### src/rtl/div_io_ctrl.sv
// Host front end for the integer divider: accepts operand pairs, launches the divider, returns results.
// Latency: go one cycle after accept, result one cycle after done plus one DELIVER cycle; backpressure: holds in DELIVER while the output register is full.
module div_io_ctrl #(
    parameter int WIDTH       = 4,
    parameter int TIMEOUT_CYC = 64
) (
    input  logic             clk,
    input  logic             rst,
    input  logic             in_valid,
    output logic             in_ready,
    input  logic [WIDTH-1:0] in_dividend,
    input  logic [WIDTH-1:0] in_divisor,
    output logic             div_go,
    output logic [WIDTH-1:0] div_x,
    output logic [WIDTH-1:0] div_y,
    output logic             div_abort,
    input  logic             div_done,
    input  logic [WIDTH-1:0] div_q,
    input  logic [WIDTH-1:0] div_r,
    output logic             out_valid,
    input  logic             out_ready,
    output logic [WIDTH-1:0] out_q,
    output logic [WIDTH-1:0] out_r,
    output logic [1:0]       out_err,
    output logic             busy
);

    localparam int CW = $clog2(TIMEOUT_CYC);
    localparam logic [CW-1:0] CNT_LAST = CW'(TIMEOUT_CYC - 1);

    typedef enum logic [1:0] {IDLE, LAUNCH, WAIT, DELIVER} state_t;

    state_t          state;
    logic [CW-1:0]   cnt;
    logic [WIDTH-1:0] cap_q;
    logic [WIDTH-1:0] cap_r;
    logic [1:0]      cap_err;

    assign in_ready = (state == IDLE);
    assign busy     = (state != IDLE);

    always_ff @(posedge clk or negedge rst) begin
        if (!rst) begin
            state     <= IDLE;
            cnt       <= '0;
            cap_q     <= '0;
            cap_r     <= '0;
            cap_err   <= 2'b00;
            div_go    <= 1'b0;
            div_abort <= 1'b0;
            div_x     <= '0;
            div_y     <= '0;
            out_valid <= 1'b0;
            out_q     <= '0;
            out_r     <= '0;
            out_err   <= 2'b00;
        end else begin
            div_go    <= 1'b0;
            div_abort <= 1'b0;
            if (out_valid && out_ready)
                out_valid <= 1'b0;

            case (state)
                IDLE: begin
                    if (in_valid) begin
                        if (in_divisor != '0) begin
                            div_x  <= in_dividend;
                            div_y  <= in_divisor;
                            div_go <= 1'b1;
                            state  <= LAUNCH;
                        end else begin
                            cap_q   <= '1;
                            cap_r   <= in_dividend;
                            cap_err <= 2'b01;
                            state   <= DELIVER;
                        end
                    end
                end
                LAUNCH: begin
                    cnt   <= '0;
                    state <= WAIT;
                end
                WAIT: begin
                    if (cnt != CNT_LAST)
                        cnt <= cnt + 1'b1;
                    // done has priority over a timeout landing on the same cycle
                    if (div_done) begin
                        cap_q   <= div_q;
                        cap_r   <= div_r;
                        cap_err <= 2'b00;
                        state   <= DELIVER;
                    end else if (cnt == CNT_LAST) begin
                        cap_q     <= '0;
                        cap_r     <= '0;
                        cap_err   <= 2'b10;
                        div_abort <= 1'b1;
                        state     <= DELIVER;
                    end
                end
                DELIVER: begin
                    if (!out_valid || out_ready) begin
                        out_q     <= cap_q;
                        out_r     <= cap_r;
                        out_err   <= cap_err;
                        out_valid <= 1'b1;
                        state     <= IDLE;
                    end
                end
                default: state <= IDLE;
            endcase
        end
    end

endmodule

### config.mk
export PLATFORM = sky130hd
export DESIGN_NAME = div_io_ctrl
export DESIGN_NICKNAME = d
export VERILOG_FILES = /design/src/rtl/div_io_ctrl.sv
export SDC_FILE = /design/constraint.sdc
export NUM_CORES = 1
export LEC_CHECK = 0
export BUFFER_PORTS_ARGS = -buffer_cell sky130_fd_sc_hd__clkbuf_2
export CAP_MARGIN = 0
export CORE_MARGIN = 3
export CORE_UTILIZATION = 55
export CTS_BUF_LIST = sky130_fd_sc_hd__clkbuf_2 sky130_fd_sc_hd__clkbuf_4 sky130_fd_sc_hd__clkbuf_8
export DETAILED_ROUTE_END_ITERATION = 10
export PLACE_DENSITY = 0.79
export SYNTH_ARGS = -nofsm -noshare
export SYNTH_HDL_FRONTEND = slang
export SYNTH_SLANG_ARGS = --single-unit
### constraint.sdc
create_clock -name clk -period 3.55 [get_ports clk]
set_clock_uncertainty 0.05 [all_clocks]
set_input_delay 0.355 -clock clk [delete_from_list [all_inputs] [get_ports clk]]
set_output_delay 0.355 -clock clk [all_outputs]
set_load 0.05 [all_outputs]
== After elaboration in Yosys (flattened, before gate mapping) ==
Cells that the tools add are included.
Storage, ports and cells
  register bits: 39
  input bits: 21
  word-level logic and storage cells: 68
Cells by class
  $add $sub $neg: 1
  equal/unequal tests: 10
  mux-type cells: 31
  reduce and logical (&&, ||, !) cells: 13
Operators with widths (count)
  4-bit 2-to-1 mux: 7
  2-bit 2-to-1 mux: 9
  4-bit case mux with 2 select lines: 2
  6-bit case mux with 2 select lines: 1
  1-bit 2-to-1 mux: 9
  2-bit != test (second input constant): 4
  2-bit case mux with 4 select lines: 1
  6-bit by 1-bit adder with 6-bit output (second input constant): 1
  6-bit equality test (second input constant): 1
  6-bit 2-to-1 mux: 1
  6-bit != test (second input constant): 1
  3-bit AND reduction: 2
  2-bit nonzero test: 3
  2-bit equality test (second input constant): 2
  2-bit case mux with 2 select lines: 1
  2-bit AND reduction: 2
  4-bit AND reduction: 1
  4-bit nonzero test: 1
  3-bit != test (second input constant): 1
  2-bit by 1-bit equality test with 1-bit output (second input constant): 1
  2-bit zero test: 1
  1-bit logical AND: 1
  1-bit zero test: 1
  1-bit logical OR: 1

== Longest topological paths before layout ==
  word-level depth: 4
  depth in mapped cells: 8
  mapped depth without buffers: 6

== Least setup slack after synthesis ==
Ideal clock, no wire load.
  path kind: register -> register
  start point: register state[0]
  end point: register cap_q[0]
  arrival time: 2.266 ns
  required time: 3.375 ns
  slack: 1.109 ns
  cell stages (with the launch flop): 8
  cell sequence: dfrtp_1 inv_1 ha_1 inv_1 a22o_2 o21a_1 buf_6 mux2_4
On the way
  longest elaborated chain between the ends: 3
RTL lines
  from (decl): line 33  | state_t state;
  from (signal assigned): line 44  | state <= IDLE;
  from (signal assigned): line 70  | state <= LAUNCH;
  from (signal assigned): line 75  | state <= DELIVER;
  2-bit zero test *
  via in_ready: line 10  | output logic in_ready,
  2-bit != test (no source line) or 2-bit nonzero test (tied branches)
  4-bit AND reduction (no source line)
  to (signal assigned): line 88  | cap_q <= div_q;
  to (decl): line 35  | logic [WIDTH-1:0] cap_q;
Mark *: on every way through the listed nets, which the timed path passes. The rest lies on a longest branch.
A chain may end at the register's enable or synchronous reset.

== Final worst setup path ==
  start point: register state[0]
  end point: register cap_q[3]
On the way
  longest elaborated chain between the ends: 3
RTL lines
  2-bit equality test or 2-bit zero test (tied branches): line 63  | case (state)
  3-bit != test (no source line) (tied with other cells)
  4-bit AND reduction (no source line)
Parallel ways exist; a longest one is shown, timed or not.

==> flow_summary_export.csv <==
group,metric,value,unit
status,status,"finished, final reports clean",
grt,antenna_found_initial,0,
pwr,p_leak,0.00106,uW
pwr,power.density,939,nW/um^2
worst_setup_path,critPathLaunch,"state[0]",
worst_setup_path,timing.critical_path.required,3720,ps
yosys,ys_ff_latch,39,
clocking,postCtsHoldBufs,0,
clocking,cts_buffer_depth,2,
detailed_routing,drt_iter0_markers,64,
worst_setup_path,start_kind,"flip-flop",
placed_design,placed_cell_area,2100,um^2
yosys,syn_nets,182,
detailed_routing,wl,3720,um
clocking,cts_sinks,39,
finish,area_growth,16.5,%
clocking,clkTransAtPathRegs,120,ps
finish,finalNonFillerCells,243,
floorplanning,chipWidth,64.4,um
worst_setup_path,crit_type,"flip-flop to flip-flop",
floorplanning,ios,44,
detailed_routing,antenna_left,0,
finish,utilization,0.694,
yosys,synth_top_area_cell,"dfrtp_1",
grt,grt_overflow,0,
clocking,htree_num_levels,2,
clocking,tritoncts,"built",
placed_design,dp.cells,235,
worst_setup_path,slowest_stage,"ha_1",
finish,drive_gt1_frac,0.422,
worst_setup_path,ff2ff_path_depth,5,
sta,rsz0062_at_grt,"no",
yosys,ys_seq_area_frac,0.520,
worst_setup_path,rr_startpoint,"state[0]",
detailed_routing,via_count,1303,
pwr,power.total,2050,uW
finish,layout_commonest_cell,"clkbuf_2",
sta,max_freq,459,MHz
sta,timing.final.crit_share,0.614,
yosys,synth.area.top_cells,"dfrtp_1 52%, mux2_2 11%, mux2_4 6.4%",
floorplanning,die_height,64.4,um
detailed_routing,first_pass_iters,4,
floorplanning,fp.coreArea,3150,um^2
sta,finalSetupTns,0,ps
yosys,ys_warn_count,0,
yosys,netlist_instances,155,
sta,hold_viol,0,
yosys,synth_cell_types,31,
yosys,avgSynthCellArea,12.1,um^2
yosys,yosys.area.top_type_share,0.520,
clocking,cts_resized,0,
floorplanning,rows,20,
worst_setup_path,path_cells,"inv_1 -> ha_1 -> a22o_2 -> o21a_1 -> mux2_4",
yosys,synth_area,1880,um^2
worst_setup_path,cp_data_arrival_time,2350,ps
finish,final_area,2190,um^2
clocking,post_cts_buffers,0,
flow_run,cap_violations,0,
pwr,ir_drop,0.608,mV
finish,nets,225,
sta,relSlewSlack,0.375,
worst_setup_path,crit_family,"compound AO/OA/AOI/OAI gates",
grt,grt_usage,0.202,
clocking,cts_made_buffers,5,
worst_setup_path,cp-end-kind,"flip-flop",
clocking,clock_latency,340,ps
finish,n_antenna_cell,0,
hold_path,hold_class,"input port to asynchronous set/reset pin",
floorplanning,dieArea,4150,um^2
placed_design,place_congestion,0.809,
grt,grt_max_degree,40,
sta,maxSlewViolCount,0,
clocking,root_buffer,"clkbuf_4",
sta,finalSetupViolCount,0,
finish,layout_common_cells,"43 x clkbuf_2, 39 x dfrtp_1, 18 x mux2_2",
detailed_routing,viasPerCell,5.36,
placed_design,hpwl,2860,um
sta,period_minus_slack,2180,ps
grt,grt_pass1_vias,1390,
sta,tightest_slew,938,ps
detailed_routing,drc,0,
grt,grt_pass1_wl,6470,um
worst_setup_path,path_max_fanout,15,
placed_design,port_buffers,43,
worst_setup_path,max_stage_delay,440,ps
worst_setup_path,critPathBufInv,1,
detailed_routing,wl_per_cell,15.3,um
worst_setup_path,crit_cells,5,
floorplanning,start_util,0.595,
[power breakdown]
group          switching (uW)  internal (uW)  total, uW
clock network             140            167        306
logic                     690            354       1040
registers                97.9            605        703
total                     928           1130       2050
[cell usage after synthesis]
| cell | number |
|---|---|
| a21o_1 | 3 |
| a21oi_1 | 9 |
| a22o_2 | 1 |
| a311oi_1 | 1 |
| and2_1 | 1 |
| and2_4 | 2 |
| and3_4 | 1 |
| buf_2 | 1 |
| buf_6 | 3 |
| clkbuf_1 | 4 |
| dfrtp_1 | 39 |
| ha_1 | 6 |
| inv_1 | 8 |
| mux2_2 | 18 |
| mux2_4 | 8 |
| mux2i_1 | 5 |
| nand2_1 | 14 |
| nand2b_1 | 3 |
| nand3_1 | 5 |
| nand3b_1 | 1 |
| nor2_1 | 3 |
| nor2b_1 | 1 |
| nor3_1 | 2 |
| nor3b_1 | 3 |
| nor4_2 | 1 |
| o21a_1 | 1 |
| o21ai_0 | 6 |
| o221a_2 | 1 |
| o31ai_1 | 2 |
| xnor2_1 | 1 |
| xor2_1 | 1 |
[logic make-up after synthesis]
| logic type | synth area share |
|---|---|
| muxes | 0.199 |
| adders and majority gates | 0.0400 |
| xor gates and xnor gates | 0.00934 |
| DFF | 0.520 |
| AOI/OAI and AO/OA | 0.0800 |
| and+or+nand+nor | 0.107 |
| buffers and inverters | 0.0447 |
[per-layer routing]
layer  wire [um]  global-route usage
met1        1650               0.260
met2        1820               0.343
met3         233              0.0503
met4          19              0.0475
met5           0                   0
[worst register-to-register path, delay by kind of cell, from the launching register on]
family                   cells  cell delay, ps
AO/OA/AOI/OAI                2             700
adder cells (fa/ha/maj)      1             440
buffers and inverters        1             130
flip-flops                   1             410
multiplexers                 1             350
[state kept, by name, indices dropped and copies added (netlist names)]
signal,cells
div_go,1
state,2
cnt,6
div_x,4
out_err,2
out_r,4
cap_q,4
out_q,4
cap_err,2
div_abort,1
out_valid,1
cap_r,4
div_y,4
[final cells by class]
class / count / area (um^2)
inverters: 8 / 30.0
clock inverters: 2 / 35.0
fillers: 255 / 966
well taps: 44 / 55.1
clock buffers: 6 / 51.3
multi-input cells: 100 / 817
flip-flops and latches: 39 / 976
repair buffers: 44 / 223
[metrics by stage]
stage                     setup WS (ps)  hold slack (ps)
after floorplan                    1110             9.41
after global placement             1470              437
after detailed placement           1390              446
after CTS                          1370              115
after global routing               1210              163
final                              1370             91.4
[final timing paths]
check,endpoint,slack (ps)
max,cap_q[3],1370
min,out_q[0],90
max reg2reg,cap_q[3],1370
min reg2reg,out_q[0],470
max in group asynchronous,div_go,2780
min in group clk,div_x[2],210
Note: power is estimated with default switching activity, not from simulation.
